<file path="src/rtl/apb_arb_pkg.sv">
// Shared types and default geometry for the two-requester APB arbiter.
package apb_arb_pkg;

  typedef enum logic [1:0] {
    IDLE   = 2'd0,
    SETUP  = 2'd1,
    ACCESS = 2'd2
  } arb_state_e;

  localparam int DEF_ADDR_WIDTH = 4;
  localparam int DEF_DATA_WIDTH = 128;
  localparam int DEF_TIMEOUT    = 16;

endpackage

</file>
<file path="src/rtl/rr_arb2.sv">
// Two-way round-robin pick: a lone request wins, a tie goes to the side not granted last.
module rr_arb2 (
  input  logic [1:0] req,
  input  logic       last,
  output logic [1:0] gnt
);

  always_comb begin
    gnt = req;
    if (req == 2'b11) begin
      gnt = last ? 2'b01 : 2'b10;
    end
  end

endmodule

</file>
<file path="src/rtl/apb_arbiter.sv">
// Arbitrates two requesters onto one APB master port; every output is a flop.
module apb_arbiter
  import apb_arb_pkg::*;
#(
  parameter int ADDR_WIDTH = DEF_ADDR_WIDTH,
  parameter int DATA_WIDTH = DEF_DATA_WIDTH,
  parameter int TIMEOUT    = DEF_TIMEOUT
) (
  input  logic                    PCLK,
  input  logic                    PRESETn,
  input  logic [1:0]              req_valid,
  input  logic [1:0]              req_write,
  input  logic [2*ADDR_WIDTH-1:0] req_addr,
  input  logic [2*DATA_WIDTH-1:0] req_wdata,
  output logic [1:0]              grant,
  output logic [1:0]              rsp_valid,
  output logic [DATA_WIDTH-1:0]   rsp_rdata,
  output logic                    rsp_error,
  output logic                    busy,
  output logic                    PSELx,
  output logic                    PENABLE,
  output logic                    PWRITE,
  output logic [ADDR_WIDTH-1:0]   PADDR,
  output logic [DATA_WIDTH-1:0]   PWDATA,
  input  logic [DATA_WIDTH-1:0]   m_rdata,
  input  logic                    m_ready,
  input  logic                    m_error
);

  localparam logic [1:0] S_IDLE   = IDLE;
  localparam logic [1:0] S_SETUP  = SETUP;
  localparam logic [1:0] S_ACCESS = ACCESS;

  localparam int            CW       = (TIMEOUT > 1) ? $clog2(TIMEOUT) : 1;
  localparam logic [CW-1:0] CNT_LAST = CW'(TIMEOUT - 1);

  logic [1:0]    state;
  logic [CW-1:0] cnt;
  logic          last_grant;
  logic          armed;
  logic [1:0]    req_eff;
  logic [1:0]    win;
  logic          sel;
  logic          finish;

  // The requester being answered this cycle still holds req_valid; mask it
  // so it cannot be re-granted off its stale request.
  assign req_eff = req_valid & ~rsp_valid;
  assign sel     = win[1];
  assign finish  = m_ready || (cnt == CNT_LAST);

  rr_arb2 u_rr (
    .req  (req_eff),
    .last (last_grant),
    .gnt  (win)
  );

  // armed holds off the first grant until the second edge after reset release.
  always_ff @(posedge PCLK or negedge PRESETn) begin
    if (!PRESETn) begin
      state      <= S_IDLE;
      grant      <= 2'b00;
      rsp_valid  <= 2'b00;
      rsp_error  <= 1'b0;
      rsp_rdata  <= '0;
      busy       <= 1'b0;
      PSELx      <= 1'b0;
      PENABLE    <= 1'b0;
      PWRITE     <= 1'b0;
      PADDR      <= '0;
      PWDATA     <= '0;
      cnt        <= '0;
      last_grant <= 1'b1;
      armed      <= 1'b0;
    end else begin
      armed     <= 1'b1;
      rsp_valid <= 2'b00;
      rsp_error <= 1'b0;
      case (state)
        S_IDLE: begin
          if (armed && (win != 2'b00)) begin
            state      <= S_SETUP;
            grant      <= win;
            last_grant <= sel;
            busy       <= 1'b1;
            PSELx      <= 1'b1;
            PENABLE    <= 1'b0;
            PWRITE     <= sel ? req_write[1] : req_write[0];
            PADDR      <= sel ? req_addr[2*ADDR_WIDTH-1:ADDR_WIDTH]
                              : req_addr[ADDR_WIDTH-1:0];
            PWDATA     <= sel ? req_wdata[2*DATA_WIDTH-1:DATA_WIDTH]
                              : req_wdata[DATA_WIDTH-1:0];
          end
        end
        S_SETUP: begin
          state   <= S_ACCESS;
          PENABLE <= 1'b1;
          cnt     <= '0;
        end
        S_ACCESS: begin
          if (finish) begin
            // A real ready wins over an expiring count on the same cycle.
            state     <= S_IDLE;
            grant     <= 2'b00;
            rsp_valid <= grant;
            rsp_rdata <= m_ready ? m_rdata : '0;
            rsp_error <= m_ready ? m_error : 1'b1;
            busy      <= 1'b0;
            PSELx     <= 1'b0;
            PENABLE   <= 1'b0;
          end else begin
            cnt <= cnt + 1'b1;
          end
        end
        default: begin
          state   <= S_IDLE;
          grant   <= 2'b00;
          busy    <= 1'b0;
          PSELx   <= 1'b0;
          PENABLE <= 1'b0;
        end
      endcase
    end
  end

endmodule

</file>
<file path="config.mk">
export PLATFORM = sky130hd
export DESIGN_NAME = apb_arbiter
export DESIGN_NICKNAME = d
export VERILOG_FILES = /design/src/rtl/apb_arb_pkg.sv /design/src/rtl/rr_arb2.sv /design/src/rtl/apb_arbiter.sv
export SDC_FILE = /design/constraint.sdc
export NUM_CORES = 1
export LEC_CHECK = 0
export CELL_PAD_IN_SITES_DETAIL_PLACEMENT = 0
export CELL_PAD_IN_SITES_GLOBAL_PLACEMENT = 1
export CORE_AREA = 8 8 255 257
export CTS_BUF_LIST = sky130_fd_sc_hd__clkbuf_16
export CTS_CLUSTER_DIAMETER = 150
export DETAILED_ROUTE_END_ITERATION = 16
export DIE_AREA = 0 0 263 265
export PLACE_DENSITY = 0.58
export SETUP_SLACK_MARGIN = 0.3
export SKIP_CTS_REPAIR_TIMING = 1
export SYNTH_ARGS = -nofsm -noshare
export SYNTH_HDL_FRONTEND = slang
export SYNTH_SLANG_ARGS = --single-unit
</file>
<file path="constraint.sdc">
create_clock -name PCLK -period 1.41 [get_ports PCLK]
set_input_delay 0.2115 -clock PCLK [delete_from_list [all_inputs] [get_ports PCLK]]
set_output_delay 0.2115 -clock PCLK [all_outputs]
set_load 0.02 [all_outputs]
</file>
-- Word level (Yosys, flattened, before mapping)
Index checks and enable logic that the tools add are counted.
- $add $sub $neg: 1
- eq/ne operators: 7
- multiplexer cells: 23
- bitwise logic cells: 3
- reduce and logical (&&, ||, !) cells: 10
- operators with widths (operator ; count):
    128-bit two-way mux ; 2
    2-bit two-way mux ; 7
    2-bit one-hot mux with 3 select lines ; 2
    4-bit two-way mux ; 2
    4-bit one-hot mux with 2 select lines ; 1
    2-bit AND reduction ; 4
    1-bit two-way mux ; 7
    2-bit != test (second input constant) ; 3
    1-bit one-hot mux with 3 select lines ; 2
    4-bit by 1-bit adder with 4-bit output (second input constant) ; 1
    2-bit == test (second input constant) ; 2
    4-bit == test (second input constant) ; 1
    2-bit nonzero test ; 2
    3-bit AND reduction ; 1
    2-bit AND ; 1
    2-bit by 1-bit == test with 1-bit output (second input constant) ; 1
    2-bit zero test ; 1
    2-bit inverter ; 1
    1-bit logical AND ; 1
    1-bit logical OR ; 1
    1-bit inverter ; 1
- register bits: 276
- input bits: 400
- output and inout bits: 269
- logic and storage cells: 57

-- Longest topological paths before layout
Gate-level depths: netlist of the first run.
- depth after elaboration: 8
- depth in mapped cells: 7
- depth with buffers taken out: 7

-- Cells and area by module
Synthesis of the first run repeated with hierarchy kept, for this count alone.
- cell total of the unflattened synthesis: 784
- area, all modules: 11931.4 sq um
- modules (own cells, without submodules) (module ; times used ; cells each ; area each (sq um) ; sequential area each (sq um)):
    apb_arbiter ; 1 ; 781 ; 11912.7 ; 6882.9
    rr_arb2 ; 1 ; 3 ; 18.8 ; 0.0

-- Least setup slack after synthesis of the first run
No wires, ideal clock.
- kind: flip-flop to flip-flop
- start: reg rsp_valid[0]
- end: reg PWDATA[100]
- library setup time: 0.132 ns
- arrival: 1.432 ns
- data required time: 1.278 ns
- slack: -0.154 ns
- cell stages (with the launch flop): 8
- path buffers: 3
- clock period less this slack: 1.564 ns
- cells stage by stage: dfrtp_1 > nor2b_4 > a21o_1 > buf_6 > buf_8 > buf_8 > mux2i_1 > o21ai_1
- cells in the longest elaborated chain, start to end: 7
- elaborated cells on any way between the ends: 8
- classes of those cells: eq/ne: 1; mux: 2; bitwise: 2; reduce/logical: 3
- RTL lines (what ; line ; RTL):
    start, declared ; apb_arbiter.sv:16 ; output logic [1:0] rsp_valid,
    start signal, assigned ; apb_arbiter.sv:105 ; rsp_valid <= grant;
    2-bit inverter (*) ; apb_arbiter.sv:48 ; assign req_eff = req_valid & ~rsp_valid;
    2-bit AND (*) ; apb_arbiter.sv:48 ;
    2-bit == test ; rr_arb2.sv:10 ; if (req == 2'b11) begin
    2-bit two-way mux (*) ; rr_arb2.sv:10 ;
    2-bit nonzero test ; apb_arbiter.sv:81 ; if (armed && (win != 2'b00)) begin
    1-bit logical AND ; apb_arbiter.sv:81 ;
    2-bit AND reduction (no line) ; -- ;
    end signal, assigned ; apb_arbiter.sv:91 ; PWDATA <= sel ? req_wdata[2*DATA_WIDTH-1:DATA_WIDTH]
    end, declared ; apb_arbiter.sv:24 ; output logic [DATA_WIDTH-1:0] PWDATA,
Mark *: on every way between the ends. The rest lies on a longest branch, timed or not.
A chain may end at the register's enable or synchronous reset.

-- Worst setup path after layout of the first run
- start: reg rsp_valid[0]
- end: reg PWDATA[92]
The elaborated chain is that of the path after synthesis.

==> out/metrics.cfg, run 1 <==
[floorplanning]
fp.dieH_um=265
die_width_um=263
die_area_um2=69700
start_util_pct=18.4
io_pins=669
design.core.area_um2=61000
std_cell_rows=91

[critical_path]
crit_family=flip-flops
path_max_fanout=17
cp_slowest_cell=dfrtp_2
r2r_cells=6
arrival_ns=2.03
crit_chain=nor2b_4 -> a21o_4 -> buf_12 -> mux2i_4 -> buf_6 -> o21ai_2
regToRegEndpoint=PWDATA[92]
rrSetupSlack_ns=-0.21
critPathKind=reg -> reg
cp_num_buf_inv=2
r2r-start=rsp_valid[0]
worstPathRequired_ns=1.83
cp-end-kind=flop
start_kind=flop
slowest_delay_ns=0.42

[cts]
root_buffer=clkbuf_16
clk_latency_ns=0.53
cts_tree=done
cts_made_buffers=35
cts_max_path_buffers=3
clkSlewWorstSetupHoldPaths_ns=0.05
h-tree-depth=2
cts_sinks=275

[routing]
first_pass_iters=4
drc_errors=0
wl_per_cell_um=19.9
vias=10200
drt_iter0_drc=472
vias_per_cell=4.07
ant_nets=0
drt-total-wl_um=50100

[hold_path]
hold_start=m_error
hold_path_depth=3
hold_path.class=in -> reg
hold-path-endpoint=rsp_error

[global_routing]
grt_usage_pct=13.6
grt-ovfl-total=0
grt_pass1_vias=11000
grt_start_max_net_pins=45
antenna_found_initial=5
grt_pass1_wl_um=73200

[synthesis]
synth_simple_gate_area_share_pct=5.32
synth_fa_ha_area_share_pct=0.111
synth-xor-area-share_pct=0.0780
synth_top_cell_area_share_pct=61.0
synthTopCellsByArea=dfrtp_1 61%, mux2i_1 12%, a22o_1 10%
netlist_instances=918
syn-num-nets=1319
synth_top_family_by_area=compound AO/OA/AOI/OAI gates
yosysTopAreaCell=dfrtp_1
post_synth_num_cell_types=36
syn_area_um2=11200
syn_avg_cell_area_um2=12.2
synth-seq-cells=275
synth-seq-area-share_pct=61.3
synth_compound_area_share_pct=17.0
ys_warn_count=0
synthMuxAreaShare_pct=11.9

[sta]
finalHoldViolCount=0
clock_skew_ns=0.0256
fin_ws_ns=-0.207
holdWs_ns=0.232
drv_slew=0
max_freq_mhz=618
grt_setup_unrepaired=true
period_minus_slack_ns=1.62
min_period_over_period_pct=115
finalSetupViolCount=262
setup_tns_ns=-21.12

[run_status]
violations=negative setup slack
outcome=finished, violations left

[placement]
place.port_buffers=668
placed_cell_area_um2=19600
gp_congestion=0.801
hpwlAfterDp_um=40100
placed_cells=2399

[power]
power.total_mw=45.7
cellPowerDensity_nw_per_um2=2110
power_leakage_nw=11.1
irDropWorstVdd_mv=0.867

[final_layout]
nets=2099
stdcell_area_um2=21600
syn_to_final_growth_pct=92.7
drive_gt1_share_pct=22.4
nFillCells=6113
fin_cells=2515

[run]
drv_cap=0

## power breakdown
| group | internal (mW) | switching [mW] |
|---|---|---|
| Combinational | 12.0 | 10.9 |
| Clock | 4.97 | 3.50 |
| Sequential | 11.7 | 2.55 |
## per-stage QoR
stage	utilization [%]	worst slack (ns)
4_1_cts	33.9	-0.470
3_5_place_dp	32.1	-0.731
6_report	35.5	-0.207
5_1_grt	35.5	-0.270
3_3_place_gp	32.1	-0.748
2_1_floorplan	-	-0.108
## kinds of logic after synthesis
logic type,Yosys count
AOI/OAI and AO/OA,277
xor gates and xnor gates,1
adders and majority gates,1
buffers and inverters,79
DFF,275
muxes,134
other,1
and+or+nand+nor,150
## flip-flops by register name (all words and copies together) (netlist names)
register,count
armed,1
PWDATA,128
PADDR,4
rsp_valid,2
last_grant,1
cnt,4
PENABLE,1
rsp_rdata,128
PWRITE,1
PSELx,1
grant,2
state,1
rsp_error,1
## worst max-delay path by stage
stage                 startpoint  cells past startpoint          end  slack [ns]
global route        rsp_valid[0]                      6   PWDATA[80]       -0.27
floorplan           rsp_valid[0]                      7  PWDATA[100]       -0.11
CTS                   PWDATA[92]                      1   PWDATA[92]       -0.47
detailed placement  req_valid[0]                      7   PWDATA[92]       -0.73
finish              rsp_valid[0]                      6   PWDATA[92]       -0.21
global placement    req_valid[0]                      7   PWDATA[92]       -0.75
## cells in the final DEF (no fill, tap or decap), types with 2 or more instances in the layout
cell	Yosys	layout
diode_2	0	3
buf_4	15	114
dfrtp_2	0	5
inv_1	3	13
o21ai_0	2	2
a22o_1	130	130
o22ai_1	2	2
bufinv_16	0	2
clkdlybuf4s50_1	0	398
nand2_1	136	136
nor2_4	0	2
buf_6	2	160
o21ai_1	134	132
clkbuf_16	0	36
inv_2	3	3
buf_12	0	29
mux2i_2	0	8
clkinv_1	0	8
mux2i_1	134	124
nor2_1	4	2
o21ai_2	1	2
dlymetal6s2s_1	0	112
clkinv_2	0	3
mux2i_4	0	2
a21oi_4	0	2
dfrtp_1	274	269
## routing by layer
| layer | track usage [%] | vias to the layer above | part of all wire [%] |
|---|---|---|---|
| met5 | 0 | - | 0.050 |
| met4 | 3.29 | 4 | 1.8 |
| met3 | 6.07 | 53 | 9.5 |
| met2 | 24.4 | 437 | 51 |
| met1 | 14.7 | 4888 | 37 |
| li1 | - | 4849 | - |
## synthesized netlist by cell type
cell and count:
buf_8 6, nand2b_1 1, xnor2_1 1, o21ai_2 1, o32ai_1 1, o22ai_1 2
buf_4 15, mux2i_1 134, inv_2 3, buf_2 34, nand2_1 136, or2_1 1
inv_1 3, clkbuf_1 16, o21ai_1 134, buf_6 2, a21oi_1 3, nor3b_1 1
a21o_1 1, dfstp_2 1, nand3_1 1, conb_1 1, or3b_1 1, nor2_1 4
a21oi_2 1, a22o_1 130, dfrtp_1 274, nor2_2 1, o21ai_0 2, a2bb2oi_1 1
nor2b_1 1, o211ai_4 1, ha_1 1, and3_1 1, nor2b_4 1, and2_1 1
## tightest hold or removal path, stage by stage
cell             delay (ns)
clkdlybuf4s50_1        0.40
inv_1                  0.07
a21oi_2                0.05
## area by class of cell
class | instances | area [um2] | area share [%]
Tap cell | 790 | 988 | 4.57
Sequential cell | 275 | 6890 | 31.8
Multi-Input combinational cell | 564 | 4020 | 18.6
Inverter | 6 | 22.5 | 0.104
Antenna cell | 3 | 7.51 | 0.0347
Timing Repair Buffer | 816 | 8650 | 40.0
Clock inverter | 25 | 168 | 0.774
Clock buffer | 36 | 901 | 4.16
No activity file was read; power rests on OpenSTA's default activity.
==> run 2, diff against run 1 <==
- CORE_AREA: 8 8 255 257 -> 8 8 251 253
- DIE_AREA: 0 0 263 265 -> 0 0 259 261
- DONT_BUFFER_PORTS: unset -> 1
- PLACE_DENSITY: 0.58 -> 0.38
==> run 2 against run 1 <==
Against the previous run: the flow now stops in global routing (5_1_grt); synthesized cell count unchanged; synthesized area unchanged.
==> out/metrics.cfg, run 2 <==
[placement]
placed_cell_area_um2=12500  ; -36%
hpwlAfterDp_um=33200  ; -17%
place.port_buffers=0  ; -100%
gp_congestion=0.727  ; -9.3%

[floorplanning]
die_width_um=259  ; -1.5%
io_pins=669  ; unchanged
std_cell_rows=90  ; -1.1%
fp.dieH_um=261  ; -1.5%
start_util_pct=18.9  ; +0.52 points

[cts]
cts_max_path_buffers=3  ; unchanged
cts_made_buffers=34  ; -2.9%
cts_sinks=275  ; unchanged
root_buffer=clkbuf_16
h-tree-depth=2  ; unchanged

[global_routing]
grt_start_max_net_pins=276

[synthesis]
synth-async-reset-ratio_pct=100  ; unchanged
syn_area_um2=11200  ; unchanged
synth_top_family_by_area=compound AO/OA/AOI/OAI gates
synth-xor-area-share_pct=0.0780  ; unchanged
synth_fa_ha_area_share_pct=0.111  ; unchanged
syn-num-nets=1319  ; unchanged
yosysMostFrequentCell=dfrtp_1
synth_top_cell_area_share_pct=61.0  ; unchanged
post_synth_num_cell_types=36  ; unchanged
synthMuxAreaShare_pct=11.9  ; unchanged
ys.flop_type=dfrtp_1
synth-seq-area-share_pct=61.3  ; unchanged
ys_warn_count=0  ; unchanged
synth_compound_area_share_pct=17.0  ; unchanged
syn_avg_cell_area_um2=12.2  ; unchanged
synth_simple_gate_area_share_pct=5.32  ; unchanged
synth-seq-cells=275  ; unchanged
ys_top_cells_by_count=274 x dfrtp_1, 136 x nand2_1, 134 x mux2i_1, 134 x o21ai_1, 130 x a22o_1
netlist_instances=918  ; unchanged
synthTopCellsByArea=dfrtp_1 61%, mux2i_1 12%, a22o_1 10%
yosysTopAreaCell=dfrtp_1
synth-edff-count=0  ; unchanged

[sta]
crit_endpoint=PWDATA[68]$_DFFE_PN0P_/D
worst-ep-kind=register input

[run_status]
outcome=aborted with a tool error
lastStage=global routing (5_1_grt)
tool.error=[ERROR RSZ-0060] Max buffer count reached.

==> run 2: kinds of logic after synthesis <==
kind of cell,count (synthesis)
fa+ha+maj,1
compound gates,277
mux,134
other cells,1
xor+xnor,1
buf+inv,79
flops,275
simple gates,150
==> run 2: metrics by stage <==
stage | hold slack, ns | setup TNS (ns) | worst slack [ns] | util [%] | cells
floorplan | -0.0841 | -13.67 | -0.108 | - | 918
global placement | -0.0753 | -35.00 | -0.458 | 21.0 | 1688
detailed placement | -0.0732 | -41.69 | -0.455 | 21.0 | 1688
CTS | -0.660 | -45.99 | -0.465 | 22.8 | 1746
==> run 3, diff against run 2 <==
- CELL_PAD_IN_SITES_DETAIL_PLACEMENT: 0 -> unset
- CELL_PAD_IN_SITES_GLOBAL_PLACEMENT: 1 -> unset
- CORE_AREA: 8 8 251 253 -> 8 8 254 256
- CTS_BUF_LIST: sky130_fd_sc_hd__clkbuf_16 -> unset
- CTS_CLUSTER_DIAMETER: 150 -> unset
- DIE_AREA: 0 0 259 261 -> 0 0 262 264
- PLACE_DENSITY: 0.38 -> unset
- PLACE_DENSITY_LB_ADDON: unset -> 0.15
- SETUP_SLACK_MARGIN: 0.3 -> unset
- clock period: 1.41 -> 1.83 ns (I/O delays scaled with it)
==> run 3 against run 2 <==
Against the previous run: the run again fails in global routing (5_1_grt); synthesized area stayed put; synthesized cell count stayed put.
==> out/metrics.cfg, run 3 <==
[cts]
cts_max_path_buffers=3  ; unchanged
root_buffer=clkbuf_16
h-tree-depth=2  ; unchanged
cts_sinks=275  ; unchanged
cts_made_buffers=35  ; +2.9%

[floorplanning]
io_pins=669  ; unchanged
std_cell_rows=91  ; +1.1%
fp.dieH_um=264  ; +1.1%
start_util_pct=18.5  ; -0.45 points
die_width_um=262  ; +1.2%

[synthesis]
synth-seq-cells=275  ; unchanged
post_synth_num_cell_types=36  ; unchanged
ys_top_cells_by_count=274 x dfrtp_1, 136 x nand2_1, 134 x mux2i_1, 134 x o21ai_1, 130 x a22o_1
netlist_instances=918  ; unchanged
ys_warn_count=0  ; unchanged
yosysTopAreaCell=dfrtp_1
synth_top_cell_area_share_pct=61.0  ; unchanged
syn-num-nets=1319  ; unchanged
ys.flop_type=dfrtp_1
synth-seq-area-share_pct=61.3  ; unchanged
synth-edff-count=0  ; unchanged
synth-async-reset-ratio_pct=100  ; unchanged
yosysMostFrequentCell=dfrtp_1
syn_area_um2=11200  ; unchanged
synthTopCellsByArea=dfrtp_1 61%, mux2i_1 12%, a22o_1 10%
syn_avg_cell_area_um2=12.2  ; unchanged

[placement]
hpwlAfterDp_um=31100  ; -6.5%
placed_cells=1675  ; -0.77%
gp_congestion=0.714  ; -1.8%
place.port_buffers=0  ; unchanged

[run_status]
tool.error=[ERROR RSZ-0060] Max buffer count reached.
outcome=aborted with a tool error
lastStage=global routing (5_1_grt)

[sta]
crit_endpoint=PWDATA[34]$_DFFE_PN0P_/D
worst-ep-kind=register input

[global_routing]
grt_start_max_net_pins=276

run 3: cell counts after synthesis:
No cell type changed its count.
run 3: logic make-up after synthesis:
logic type	share of synthesized area (%)
compound gates	17.0
xor+xnor	0.0780
fa+ha+maj	0.111
buf+inv	4.25
flops	61.3
mux	11.9
other cells	0.0334
simple gates	5.32
run 3: stage by stage:
step / setup slack [ns] / utilization [%] / instance area, um2
4_1_cts: -0.117 / 22.0 / 13400
3_5_place_dp: -0.103 / 20.2 / 12300
3_3_place_gp: -0.0738 / 20.2 / 12300
2_1_floorplan: 0.266 / - / 11200
